**src/rtl/mmio_tx_port_pkg.sv**
```systemverilog
// Shared register map for the MMIO transmit port: word offsets inside the
// 16-byte window and the bit layout of the STATUS register.
package mmio_tx_port_pkg;

    // Byte offsets of the registers inside the window
    localparam logic [3:0] OFS_TXDATA = 4'h0;
    localparam logic [3:0] OFS_STATUS = 4'h4;
    localparam logic [3:0] OFS_PASS   = 4'h8;
    localparam logic [3:0] OFS_RSVD   = 4'hC;

    // STATUS register bit positions
    localparam int STAT_EMPTY   = 0;
    localparam int STAT_FULL    = 1;
    localparam int STAT_CNT_LSB = 2;
    localparam int STAT_CNT_W   = 6;
    localparam int STAT_OVF_LSB = 16;
    localparam int STAT_OVF_W   = 16;

    // Word index (Adr[3:2]) to byte offset; byte lanes are ignored
    function automatic logic [3:0] word_offset(input logic [1:0] widx);
        return {widx, 2'b00};
    endfunction

endpackage

```
**src/rtl/mmio_tx_port_tx_fifo.sv**
```systemverilog
// Small show-ahead FIFO: the head word is presented combinationally so a push
// is visible on the next cycle. Reads out as zero while empty.
module tx_fifo #(
    parameter int DEPTH = 8
) (
    input  logic                       clk,
    input  logic                       reset,
    input  logic                       push,
    input  logic                       pop,
    input  logic [31:0]                din,
    output logic [31:0]                dout,
    output logic [$clog2(DEPTH):0]     count,
    output logic                       full,
    output logic                       empty
);

    localparam int AW = $clog2(DEPTH);
    localparam int CW = AW + 1;

    logic [31:0]   mem_q [DEPTH];
    logic [AW-1:0] wr_ptr_q, wr_ptr_d;
    logic [AW-1:0] rd_ptr_q, rd_ptr_d;
    logic [CW-1:0] count_q, count_d;
    logic          do_push, do_pop;

    assign empty = (count_q == '0);
    assign full  = (count_q == CW'(DEPTH));
    assign count = count_q;
    assign dout  = empty ? '0 : mem_q[rd_ptr_q];

    // A pop frees a slot on the same edge, so push is allowed when full if popping
    assign do_pop  = pop && !empty;
    assign do_push = push && (!full || do_pop);

    // Next-state for pointers and occupancy; DEPTH is a power of two so pointers wrap naturally
    always_comb begin
        wr_ptr_d = wr_ptr_q + AW'(do_push);
        rd_ptr_d = rd_ptr_q + AW'(do_pop);
        count_d  = count_q + CW'(do_push) - CW'(do_pop);
    end

    // Pointer and occupancy registers, cleared asynchronously
    always_ff @(posedge clk or negedge reset) begin
        if (!reset) begin
            wr_ptr_q <= '0;
            rd_ptr_q <= '0;
            count_q  <= '0;
        end else begin
            wr_ptr_q <= wr_ptr_d;
            rd_ptr_q <= rd_ptr_d;
            count_q  <= count_d;
        end
    end

    // Storage is never reset; stale words are unreachable once pointers clear
    always_ff @(posedge clk) begin
        if (do_push) begin
            mem_q[wr_ptr_q] <= din;
        end
    end

endmodule

```
**src/rtl/mmio_tx_port.sv**
```systemverilog
// Memory-mapped transmit port: register decode, overflow counter and the
// PASS/done latch around a tx_fifo that streams words to a consumer.
module mmio_tx_port
    import mmio_tx_port_pkg::*;
#(
    parameter logic [31:0] BASE  = 32'h0000_0100,
    parameter int          DEPTH = 8
) (
    input  logic        clk,
    input  logic        reset,
    input  logic [31:0] Adr,
    input  logic [31:0] WriteData,
    input  logic        MemWrite,
    output logic [31:0] ReadData,
    output logic        Hit,
    output logic [31:0] tx_data,
    output logic        tx_valid,
    input  logic        tx_ready,
    output logic        done,
    output logic [7:0]  done_code
);

    localparam int CW = $clog2(DEPTH) + 1;

    logic [3:0]    offset;
    logic          wr_en, push, overflow;
    logic [CW-1:0] fifo_count;
    logic          fifo_full, fifo_empty;
    logic [31:0]   status;
    logic [1:0]    unused_adr_bits;

    logic [15:0]   ovf_cnt_q, ovf_cnt_d;
    logic          done_q, done_d;
    logic [7:0]    done_code_q, done_code_d;

    assign unused_adr_bits = Adr[1:0];

    assign Hit    = (Adr[31:4] == BASE[31:4]);
    assign offset = word_offset(Adr[3:2]);
    assign wr_en  = MemWrite && Hit;
    assign push   = wr_en && (offset == OFS_TXDATA);

    // A word is lost only when the FIFO is full and nothing leaves on this edge
    assign overflow = push && fifo_full && !(tx_ready && !fifo_empty);

    tx_fifo #(.DEPTH(DEPTH)) u_fifo (
        .clk   (clk),
        .reset (reset),
        .push  (push),
        .pop   (tx_ready),
        .din   (WriteData),
        .dout  (tx_data),
        .count (fifo_count),
        .full  (fifo_full),
        .empty (fifo_empty)
    );

    assign tx_valid  = !fifo_empty;
    assign done      = done_q;
    assign done_code = done_code_q;

    // Next-state for the overflow counter (saturating) and the PASS latch
    always_comb begin
        ovf_cnt_d   = ovf_cnt_q;
        done_d      = done_q;
        done_code_d = done_code_q;
        if (wr_en && offset == OFS_STATUS) begin
            ovf_cnt_d = '0;
        end else if (overflow && ovf_cnt_q != 16'hFFFF) begin
            ovf_cnt_d = ovf_cnt_q + 16'd1;
        end
        if (wr_en && offset == OFS_PASS) begin
            done_d      = 1'b1;
            done_code_d = WriteData[7:0];
        end
    end

    // Control registers, cleared asynchronously
    always_ff @(posedge clk or negedge reset) begin
        if (!reset) begin
            ovf_cnt_q   <= '0;
            done_q      <= 1'b0;
            done_code_q <= '0;
        end else begin
            ovf_cnt_q   <= ovf_cnt_d;
            done_q      <= done_d;
            done_code_q <= done_code_d;
        end
    end

    // Assemble STATUS and select read data; unmapped and write-only offsets read as zero
    always_comb begin
        status = '0;
        status[STAT_EMPTY]                 = fifo_empty;
        status[STAT_FULL]                  = fifo_full;
        status[STAT_CNT_LSB +: CW]         = fifo_count;
        status[STAT_OVF_LSB +: STAT_OVF_W] = ovf_cnt_q;

        ReadData = '0;
        if (Hit) begin
            case (offset)
                OFS_STATUS: ReadData = status;
                OFS_PASS:   ReadData = {23'b0, done_q, done_code_q};
                default:    ReadData = '0;
            endcase
        end
    end

endmodule

```
**config.mk**
```make
export PLATFORM = sky130hd
export DESIGN_NAME = mmio_tx_port
export DESIGN_NICKNAME = d
export VERILOG_FILES = /design/src/rtl/mmio_tx_port_pkg.sv /design/src/rtl/mmio_tx_port_tx_fifo.sv /design/src/rtl/mmio_tx_port.sv
export SDC_FILE = /design/constraint.sdc
export NUM_CORES = 1
export LEC_CHECK = 0
export BUFFER_PORTS_ARGS = -buffer_cell sky130_fd_sc_hd__buf_2
export CORE_MARGIN = 8
export CORE_UTILIZATION = 60
export CTS_BUF_LIST = sky130_fd_sc_hd__clkbuf_8
export DETAILED_ROUTE_END_ITERATION = 10
export PLACE_DENSITY = 0.82
export SLEW_MARGIN = 20
export SYNTH_ARGS = -nofsm -noshare
export SYNTH_HDL_FRONTEND = slang
export SYNTH_SLANG_ARGS = --single-unit
```
**constraint.sdc**
```tcl
create_clock -name clk -period 9.95 [get_ports clk]
set_input_delay 0 -clock clk [delete_from_list [all_inputs] [get_ports clk]]
set_output_delay 0 -clock clk [all_outputs]
set_load 0.01 [all_outputs]
```
After elaboration in Yosys (flattened, before gate mapping)
Memories as Yosys holds them, arrays and structs flattened.
Index checks and enable logic that the tools add are counted.
{"block": "classes", "mux": 7, "n_reduce_logical": 16, "n_eq_ne": 5, "addsub": 5}
{"cell": "$mux W32", "count": 2}
{"cell": "$pmux W32 S2", "count": 1}
{"cell": "$mux W16", "count": 2}
{"cell": "$eq A28 B5 Y1 const B", "count": 1}
{"cell": "$add A16 B1 Y16 const B", "count": 1}
{"cell": "$ne A16 B16 Y1 const B", "count": 1}
{"cell": "$logic_and A1 B1 Y1", "count": 9}
{"cell": "$logic_not A4 Y1", "count": 2}
{"cell": "$add A3 B1 Y3", "count": 2}
{"cell": "$add A4 B1 Y4", "count": 1}
{"cell": "$eq A4 B4 Y1 const B", "count": 1}
{"cell": "$sub A4 B1 Y4", "count": 1}
{"cell": "$logic_not A1 Y1", "count": 3}
{"cell": "$eq A2 B1 Y1 const B", "count": 1}
{"cell": "$eq A2 B2 Y1 const B", "count": 1}
{"cell": "$mux W1", "count": 2}
{"cell": "$reduce_bool A2 Y1", "count": 1}
{"cell": "$logic_or A1 B1 Y1", "count": 1}
{"block": "word_totals", "mem_bits_rw": 256, "elab_cells": 40, "in_bits": 68, "memories": 1, "regBits": 35}
{"name": "u_fifo.mem_q", "depth": 8, "word_bits": 32, "rd": 1, "rd_ports_with_merged_regs": 0, "write_ports": 1, "line_no": "mmio_tx_port_tx_fifo.sv:20", "source": "logic [31:0] mem_q [DEPTH];"}

Logic depth before layout (Yosys ltp)
Gate-level depths: netlist of the first run.
{"block": "logic_depth", "ltp_word": 8, "ltp_mapped": 11, "depth_no_buf": 10}

Cells and area by module
Synthesis of the first run repeated with hierarchy kept, for this count alone.
{"block": "hier_totals", "cells_unflattened": 612, "hier_area_um2": 12069.1}
{"mod": "tx_fifo", "n_inst": 1, "seq_area_each_um2": 7937.6, "area_each_um2": 10304.9, "cells_per_inst": 428}
{"mod": "mmio_tx_port", "n_inst": 1, "seq_area_each_um2": 625.6, "area_each_um2": 1764.2, "cells_per_inst": 184}

Worst setup path after synthesis of the first run
OpenSTA, ideal clock, no wires.
{"block": "synth_path", "path_kind": "reg-to-reg", "from": "reg u_fifo.count_q[2] (netlist: u_fifo.count[2])", "to": "mem u_fifo.mem_q[3][0] (enable)", "stages_incl_launch_ff": 8, "required_time_ps": 9482, "t_arrival_ps": 3891, "synth_period_minus_slack_ps": 4359, "setup_slack_ps": 5591, "cell_sequence": "dfrtp_1 inv_1 ha_1 and2b_2 nor2_1 nor4_1 nand2_1 nor3b_1"}
{"block": "synth_between", "elab_chain_len": 7, "word_cells_on_any_way": 9, "classes_between": "eq/ne: 1; mux: 2; reduce/logical: 6"}
{"element": "start: declaration", "line_no": "mmio_tx_port_tx_fifo.sv:23", "source": "logic [CW-1:0] count_q, count_d;"}
{"element": "start signal: assignment", "line_no": "mmio_tx_port_tx_fifo.sv:51", "source": "count_q <= count_d;"}
{"element": "$logic_not A4 Y1", "line_no": "mmio_tx_port_tx_fifo.sv:26", "source": "assign empty = (count_q == '0);"}
{"element": "$logic_not A1 Y1", "line_no": "mmio_tx_port_tx_fifo.sv:32", "source": "assign do_pop = pop && !empty;"}
{"element": "$logic_and A1 B1 Y1", "line_no": "mmio_tx_port_tx_fifo.sv:32"}
{"element": "$logic_or A1 B1 Y1 *", "line_no": "mmio_tx_port_tx_fifo.sv:33", "source": "assign do_push = push && (!full || do_pop);"}
{"element": "$logic_and A1 B1 Y1 *", "line_no": "mmio_tx_port_tx_fifo.sv:33"}
{"element": "$mux W1 *", "line_no": "mmio_tx_port_tx_fifo.sv:57", "source": "if (do_push) begin"}
{"element": "$mux W1 (implied by the code) *", "line_no": "mmio_tx_port_tx_fifo.sv:58", "source": "mem_q[wr_ptr_q] <= din;"}
{"element": "end: declaration", "line_no": "mmio_tx_port_tx_fifo.sv:20"}
Mark *: on every way between the ends. The rest lies on a longest branch, timed or not.

Worst setup path after layout of the first run
{"block": "layout_path", "from": "reg u_fifo.rd_ptr_q[0]", "to": "out tx_data[0]"}
{"block": "layout_between", "elab_chain_len": 2}
{"element": "start: declaration", "line_no": "mmio_tx_port_tx_fifo.sv:22", "source": "logic [AW-1:0] rd_ptr_q, rd_ptr_d;"}
{"element": "start signal: assignment", "line_no": "mmio_tx_port_tx_fifo.sv:50", "source": "rd_ptr_q <= rd_ptr_d;"}
{"element": "$mem_v2 Z8 W32"}
{"element": "$mux W32", "line_no": "mmio_tx_port_tx_fifo.sv:29", "source": "assign dout = empty ? '0 : mem_q[rd_ptr_q];"}
{"element": "end: declaration", "line_no": "mmio_tx_port.sv:16", "source": "output logic [31:0] tx_data,"}
Every way passes these cells.

==> results of run 1 <==
cells in the mapped netlist, types with 5 or more instances:
cell type / count / area share (%)
sky130_fd_sc_hd__a21oi_1: 12 / 0.51
sky130_fd_sc_hd__buf_4: 8 / 0.51
sky130_fd_sc_hd__clkbuf_1: 15 / 0.47
sky130_fd_sc_hd__nor2_1: 39 / 1.2
sky130_fd_sc_hd__o2bb2ai_1: 6 / 0.44
sky130_fd_sc_hd__mux4_2: 64 / 12
sky130_fd_sc_hd__nand4_1: 8 / 0.42
sky130_fd_sc_hd__dfrtp_1: 35 / 7.4
sky130_fd_sc_hd__and3_1: 6 / 0.32
sky130_fd_sc_hd__o21ai_0: 10 / 0.42
sky130_fd_sc_hd__edfxtp_1: 256 / 65
sky130_fd_sc_hd__mux2i_1: 34 / 2.9
sky130_fd_sc_hd__xor2_1: 5 / 0.37
sky130_fd_sc_hd__and2_1: 20 / 1.1
sky130_fd_sc_hd__mux2_2: 8 / 0.76
sky130_fd_sc_hd__nand2_1: 9 / 0.28
sky130_fd_sc_hd__inv_1: 14 / 0.44
sky130_fd_sc_hd__ha_1: 14 / 1.5
sky130_fd_sc_hd__or3_1: 10 / 0.53
sky130_fd_sc_hd__buf_2: 8 / 0.34
sky130_fd_sc_hd__nor4_1: 9 / 0.47
cell type report:
cell class	instances	area, um^2	area share, %
sequential	291	8570	60.9
timing repair buffer	179	1100	7.83
clock inverter	29	174	1.24
tap	265	332	2.36
multi-input combinational	297	3150	22.4
clock buffer	50	688	4.89
inverter	14	52.6	0.373
report_power, final:
group	total [mW]	internal (mW)	switching, mW
clock	0.942	0.511	0.431
combinational	0.818	0.424	0.395
sequential	1.43	1.35	0.0841
total	3.19	2.28	0.910
worst max-delay path, cell delays in order (launching register included):
cell	delay (ns)
sky130_fd_sc_hd__dfrtp_4	0.87
sky130_fd_sc_hd__buf_4	0.66
sky130_fd_sc_hd__mux4_2	0.60
sky130_fd_sc_hd__mux2i_1	0.25
sky130_fd_sc_hd__nor2_1	0.06
sky130_fd_sc_hd__buf_2	0.17
flip-flops by register name, summed over array words and instances (netlist names):
signal	flops
done	1
u_fifo.rd_ptr_q	3
u_fifo.mem_q	256
u_fifo.count	4
ovf_cnt_q	16
u_fifo.wr_ptr_q	3
done_code	8
metal layers:
| metal | routed length (um) | up-vias |
|---|---|---|
| met5 | 0 | - |
| met4 | 456 | 0 |
| met3 | 1950 | 45 |
| met2 | 12900 | 304 |
| met1 | 9720 | 3320 |
| li1 | - | 2912 |
final timing paths:
kind / cells past startpoint / endpoint / slack (ns) / from
max reg2reg: 8 / u_fifo.mem_q[7][24]$_DFFE_PP_ / 6.88 / u_fifo.count[2]$_DFF_PN0_
min: 2 / ovf_cnt_q[12]$_DFFE_PN0P_ / 0.07 / reset
min reg2reg: 1 / done$_DFFE_PN0P_ / 0.51 / done$_DFFE_PN0P_
max: 5 / tx_data[0] / 6.78 / u_fifo.rd_ptr_q[0]$_DFF_PN0_
max in group asynchronous: 2 / u_fifo.rd_ptr_q[0]$_DFF_PN0_ / 9.26 / reset
min in group clk: 6 / ovf_cnt_q[14]$_DFFE_PN0P_ / 0.10 / Adr[15]
metrics by stage:
stage               cell area (um^2)  std cells  hold slack [ns]  setup WS, ns
finish                         14100       1125           0.0738          6.78
floorplan                      11900        637           -0.296          5.59
global placement               12800       1010            0.116          6.91
global route                   14100       1125            0.113          6.55
detailed placement             12800       1010            0.129          6.86
CTS                            14100       1125           0.0719          6.65
what timing repair did:
| item | CTS | global route |
|---|---|---|
| hold buffers | 36 | 0 |
| setup buffers | 0 | 0 |
| endpoints found under the hold margin | 303 | 0 |
cells by family after synthesis:
| group | share of synthesized area [%] |
|---|---|
| xor+xnor | 0.442 |
| mux | 15.8 |
| fa+ha+maj | 1.64 |
| other cells | 0.0316 |
| simple gates | 6.18 |
| buf+inv | 1.89 |
| compound gates | 1.98 |
| flops | 72.1 |
==> run summary, run 1 <==
Adding up every negative setup slack in the final design gives 0 ns. The number of buffers added by the clock tree synthesis step is 45, and the final core utilization is 72.3%. The flow ran to the end, and the final reports show no timing, DRC or antenna violations.

The tools report the number of clock sinks as 291. The worst pin sits at a relative slew slack of 32.1%. Setup violations remaining at the end of the flow were counted as 0. The worst hold path belongs to the class input pin to async pin.

The number of warnings reported in the yosys synthesis log was 0; the fraction of final layout cells sized beyond drive strength 1 was 34.3%. The floorplan step defined a die boundary enclosing 24600 um^2. The number of global-route vias before repair is 7384. The setup path with the least slack is of type flop to primary output.

The number of distinct library cell variants in the gate-level netlist after synthesis was 47; the post-layout total power was 3.19 mW. The slew at the pin with the worst max-slew slack is 1.02 ns. Clock latency on the worst-skew pair, taken at its later pin, is 0.54 ns. After the last flow step, the layout net total stands at 911. The count of nets left with antenna violations after detail routing was 0; the layout filler cell count was 1184. For the count of vias placed by the detailed router, the log shows 6581. IR analysis of the VDD net gives a maximum drop of 138 uV. The post-CTS resize count was 0; the count of inserted antenna diode cells was 0. In this run the worst path has a maximum fanout of 33. The max-slew violation count is 0, and the global-route wire length before repair is 39.2 mm. The floorplan step set the die width to 157 um.

The worst-case clock skew was 0.0242 ns. The clock root buffer is sky130_fd_sc_hd__clkbuf_8. The fraction of met1 tracks used by global routing came out at 25.1%. The pin count of the biggest net entering global routing came out at 43. The floorplan die height was 157 um. The global routing met2 resource utilization is 36.4%, and the final routed wirelength across all metal layers is 25.0 mm. In the layout the commonest cells are 256 x sky130_fd_sc_hd__edfxtp_1, 133 x sky130_fd_sc_hd__buf_2, 64 x sky130_fd_sc_hd__mux4_2. Once detailed placement completed, the half-perimeter wirelength came to 15.1 mm.

Global routing consumed, on the met3 layer, 5.46% of the routing resources. The worst path uses 31.8% of the clock period. Sequential elements use 72.1% of the synthesized area. The tools report the number of hold-slack violations in the final timing report as 0. The logs give 0 for the max-cap check violation count and 0 for the number of antenna violations at the first check in global routing. The weighted congestion reported at the end of routability-driven placement came out at 0.845. Critical path arrival: 3.17 ns. Counting every instance in the synthesized netlist gives 631. The tools report the number of core rows as 51. The number of flops mapped to enable cells by yosys works out to 256. Dividing total power by cell area gives a power density of 227 nW/um^2.

The fmax was 316 MHz. The clock-pin slew of the registers on the worst-case setup and hold paths came out at 0.06 ns. A synthesized cell averages 18.8 um^2. The first detailed-routing pass took 4 iterations. TritonCTS built the clock tree. The element type at the critical path end was a primary output. For the starting utilization of the core area, the log shows 61.0%. The total global routing overflow came out at 0. Setup repair after global routing left no endpoint under its margin. The worst setup path is launched from a flop. The count of boundary I/O pins was 143; the layout-stage area growth over the synthesis result was 18.4%. Worst path required time: 9.95 ns.

The maximum level of the CTS H-tree is 2, and the number of DRC markers after the initial detailed-route iteration is 461. In the routed design, unresolved DRC markers number 0. Summing every instance area after synthesis gives 11900 um^2.

The most used routing layer was met2. For this design the static power due to leakage is 5.27 nW. Counting flops and latches in the post-synthesis netlist gives 291. In this run the standard cell core region covers 19500 um^2. Counting flops with an async set or reset pin after synthesis yields a share of 12.0%. Among all flip-flop cells after synthesis, the most frequent one is sky130_fd_sc_hd__edfxtp_1. Across every metal layer, demand over resource in global routing totals 20.9%. No sink is reached through more buffers than the 3 on the longest clock path. After detailed routing, the average wire length per cell comes to 22.2 um. The worst path needs 3.17 ns of the cycle, external delays included. Leaving out fill and tap cells, the most frequent cell in the layout is sky130_fd_sc_hd__edfxtp_1. The number of buffers inserted by port buffering was 133; the detailed-route vias per instance was 5.85.
No activity file was read; power rests on OpenSTA's default activity.
==> run 2, diff against run 1 <==
ABC_AREA = 1   (was not set)
CORE_UTILIZATION = 55   (was 60)
PLACE_DENSITY = 0.79   (was 0.82)
clock period = 2.9 ns   (was 9.95 ns; I/O delays follow)
==> run 2 against run 1 <==
Net effect: count of clock-buffer cells in the layout shrank 3; worst hold slack gained 0.014 ns; sequential power grew to 3.4 times the previous value; first-iteration DRC count grew 28%; critical path depth grew 1.
==> run summary, run 2 <==
The number of remaining DRC errors is 0 (unchanged). The worst max-slew margin expressed relative to the limit is 44.2% (+12 points), and the fraction of power consumed by the clock network is 26.4% (-3.1 points). After layout, the minimum clock period comes to 2.59 ns. The max-slew violation count is 0 (unchanged). The run gives 55.7% (-5.3 points) as the starting utilization of the core area. Clock-pin slew of the registers on the worst-case setup and hold paths: 0.06 ns (about the same).

Among all flip-flop cells after synthesis, the most frequent one is sky130_fd_sc_hd__edfxtp_1. The final-stage net count is 1337 (+47%), and the multi-input gate area in the final layout is 3510 um^2 (+11%). Floorplan die height: 167 um (+6.7%). The startpoint kind of the worst setup timing path is a flop. After synthesis, the most frequently instantiated cells are 312 x sky130_fd_sc_hd__nor2_1, 256 x sky130_fd_sc_hd__edfxtp_1, 94 x sky130_fd_sc_hd__o21ai_0. The final critical path takes up 89.5% of the cycle.

The run finished with clean final reports. The count of vias placed by the detailed router is 8711 (+32%). The number of distinct library cell variants in the gate-level netlist after synthesis came out at 33 (-30%). The run gives 27900 um^2 (+14%) as the die footprint. Ranked by flip-flop count, first place goes to u_fifo.mem_q. The net switching fraction of the power was 35.5% (+7.0 points).

The top cell type's share of synthesized area works out to 61.2% (-3.6 points). The power share of the sequential group was 41.3% (-3.5 points). The worst hold slack is 0.0881 ns (+0.0142 ns). The global-route wire length before repair was 45.0 mm (+15%).

The total core area is 22600 um^2 (+16%), and the number of register bits inferred by synthesis is 291 (unchanged). sky130_fd_sc_hd__nor2_1 is the most common cell in the netlist. Number of clock sinks: 291 (unchanged). The latest clock arrival within the worst-skew pair is 0.58 ns (+0.04 ns), and the summed instance area of the synthesized netlist is 12600 um^2 (+5.8%). The worst setup path is of the flop to primary output kind. Worst-case clock skew: 0.0384 ns (+0.0142 ns).

The logs give 1078 (+71%) for the cell count after synthesis and 19.8% (-1.0 points) for the total track usage. In the post-synthesis netlist, the biggest area contributors are sky130_fd_sc_hd__edfxtp_1 61%, sky130_fd_sc_hd__nor2_1 9.3%, sky130_fd_sc_hd__dfrtp_1 7.0%. The post-CTS repair timing setup buffer count was 0 (unchanged); the count of nets left with antenna violations after detail routing was 0 (unchanged). STA classifies the critical path endpoint as a primary output. For the cell-internal power, the log shows 7.52 mW (+230%). Setup repair after global routing left no endpoint under its margin. For the peak supply drop, the log shows 490 uV (+250%). The path class of the tightest hold or removal check is input pin to async pin. Max-cap check violation count: 0 (unchanged). The cell type with the highest aggregate area in the netlist was sky130_fd_sc_hd__edfxtp_1. The async set-reset flop share out of synthesis is 12.0% (unchanged), and the fraction of final layout cells sized beyond drive strength 1 is 19.6% (-15 points).

The power spent charging and discharging nets was 4.14 mW (+360%); the number of flops mapped to enable cells by yosys was 256 (unchanged). The final core utilization came out at 65.3% (-7.0 points). The number of buffers inserted by port buffering was 133 (unchanged); the storage element area was 8570 um^2 (about the same). For the layout filler cell count, the log shows 1676 (+42%). The clock root buffer is sky130_fd_sc_hd__clkbuf_8. In the layout the commonest cells are 304 x sky130_fd_sc_hd__nor2_1, 256 x sky130_fd_sc_hd__edfxtp_1, 133 x sky130_fd_sc_hd__buf_2. The critical path arrival was 2.59 ns (-0.58 ns); the largest fanout on the critical path was 76 (+130%). The average routed wire per standard cell is 17.9 um (-19%). The detailed-route vias per instance was 5.53 (-5.4%); the detailed placement HPWL was 16.9 mm (+12%). The tools report the count of inserted antenna diode cells as 0 (unchanged). The pin count of the biggest net entering global routing is 130 (+200%), and the number of DRC markers after the initial detailed-route iteration is 588 (+28%).

The number of hold-slack violations in the final timing report was 0 (unchanged). TritonCTS built the clock tree. The tools report the total global routing overflow as 0 (unchanged). Most frequent standard cell in the layout excluding fill and tap cells: sky130_fd_sc_hd__nor2_1. For the number of warnings reported in the yosys synthesis log, the log shows 0 (unchanged).

The weighted congestion reported at the end of routability-driven placement is 0.822 (-2.7%), and the flip-flop count of the largest register after layout is 256 (unchanged). Number of antenna violations at the first check in global routing: 0 (unchanged). Compared with the post-synthesis result, the final layout area differs by 17.2%.

Final setup violation count: 0 (unchanged). The tools report the part of the power in combinational logic as 32.3% (+6.7 points). The per-instance average area after synthesis was 11.7 um^2 (-38%); the number of core rows was 55 (+7.8%).

The fmax was 385 MHz. The tools report the maximum level of the CTS H-tree as 2 (unchanged). The tools report the worst path required time as 2.90 ns (-7.05 ns). The sequential element share of the synthesized area came out at 68.1% (-4.0 points). The first-pass detailed-route iteration total came out at 6 (+2). For the leakage power total, the log shows 5.61 nW (+6.4%).

The count of boundary I/O pins was 143 (unchanged); the slew at the pin with the worst max-slew slack was 0.837 ns (-0.181 ns). The tools report the number of buffers added by the clock tree synthesis step as 46 (+2.2%). The overall die width is 167 um (+6.7%), and the number of global-route vias before repair is 8837 (+20%). The post-layout total power is 11.7 mW (+270%). The number of buffers on the longest clock path came out at 3 (unchanged).

The areal power density over the cells was 791 nW/um^2 (+250%). Final routed wirelength across all metal layers: 28.2 mm (+13%).
[run 2: cell types whose count changed after synthesis, moves of 20 or more]
cell,change
sky130_fd_sc_hd__mux2i_1,-34
sky130_fd_sc_hd__mux4_2,-64
sky130_fd_sc_hd__o32ai_1,+64
sky130_fd_sc_hd__clkbuf_1,+23
sky130_fd_sc_hd__nand2_1,+65
sky130_fd_sc_hd__nand3_1,+36
sky130_fd_sc_hd__and2_1,-20
sky130_fd_sc_hd__inv_1,+41
sky130_fd_sc_hd__o21ai_0,+84
sky130_fd_sc_hd__nor2_1,+273
[run 2: worst max-delay path, stage by stage, from the launching register on]
cell	delay [ns]
sky130_fd_sc_hd__dfrtp_4	0.96
sky130_fd_sc_hd__buf_12	0.28
sky130_fd_sc_hd__o21ai_0	0.14
sky130_fd_sc_hd__o32ai_1	0.17
sky130_fd_sc_hd__nor2_1	0.10
sky130_fd_sc_hd__nor2_1	0.20
sky130_fd_sc_hd__buf_2	0.17
[run 2: kinds of logic after synthesis]
kind of cell | Yosys count | synth area share (%)
compound gates | 167 | 8.62
xor+xnor | 18 | 1.25
fa+ha+maj | 15 | 1.55
buf+inv | 127 | 4.61
flops | 291 | 68.1
other cells | 1 | 0.0298
simple gates | 459 | 15.8
[run 2: layout make-up]
type | instances | share of cell area (%)
clock inverter | 36 | 1.05
clock buffer | 47 | 4.39
inverter | 61 | 1.56
multi-input combinational | 666 | 23.8
sequential | 291 | 58.2
tap | 285 | 2.42
timing repair buffer | 188 | 8.59
[run 2: final timing paths]
kind | endpoint | cells past startpoint | from | slack, ns
worst max-delay path | tx_data[19] | 6 | u_fifo.rd_ptr_q[1]$_DFF_PN0_ | 0.31
worst min-delay path | ovf_cnt_q[15]$_DFFE_PN0P_ | 2 | reset | 0.09
worst max register to register | u_fifo.mem_q[7][8]$_DFFE_PP_ | 9 | u_fifo.count[2]$_DFF_PN0_ | 0.59
worst min register to register | done_code[5]$_DFFE_PN0P_ | 2 | done_code[5]$_DFFE_PN0P_ | 0.51
max in group asynchronous | u_fifo.rd_ptr_q[1]$_DFF_PN0_ | 2 | reset | 2.19
min in group clk | done_code[5]$_DFFE_PN0P_ | 4 | Adr[3] | 0.09
[run 2: metrics by stage]
step                TNS, ns  worst slack [ns]  area (um^2)  std cells
floorplan            -12.30           -0.0481        12600       1084
global placement          0             0.612        13600       1456
detailed placement        0             0.590        13600       1456
CTS                       0             0.298        14700       1574
global route              0             0.149        14700       1574
finish                    0             0.305        14700       1574
[run 2: layer usage]
layer | global-route usage, % | share of wire, % | routed length, um | up-vias
li1 | - | - | - | 4133
met1 | 24.8 | 41 | 11600 | 4174
met2 | 33.5 | 48 | 13600 | 342
met3 | 4.66 | 7.7 | 2170 | 62
met4 | 6.68 | 2.6 | 722 | 0
met5 | 0 | 0 | 0 | -
[run 2: power by group through the flow]
stage                     registers, mW  clock network (mW)  logic [mW]
after floorplan                    4.73                   0        2.61
after global placement             4.89                   0        3.65
after detailed placement           4.90                   0        3.76
after CTS                          4.81                3.14        3.82
after global routing               4.83                3.32        4.20
final                              4.82                3.08        3.76
[run 2: timing repair]
item,in CTS,in global routing
gates resized for setup,0,0
endpoints found under the hold margin,317,0
hold buffers,35,0
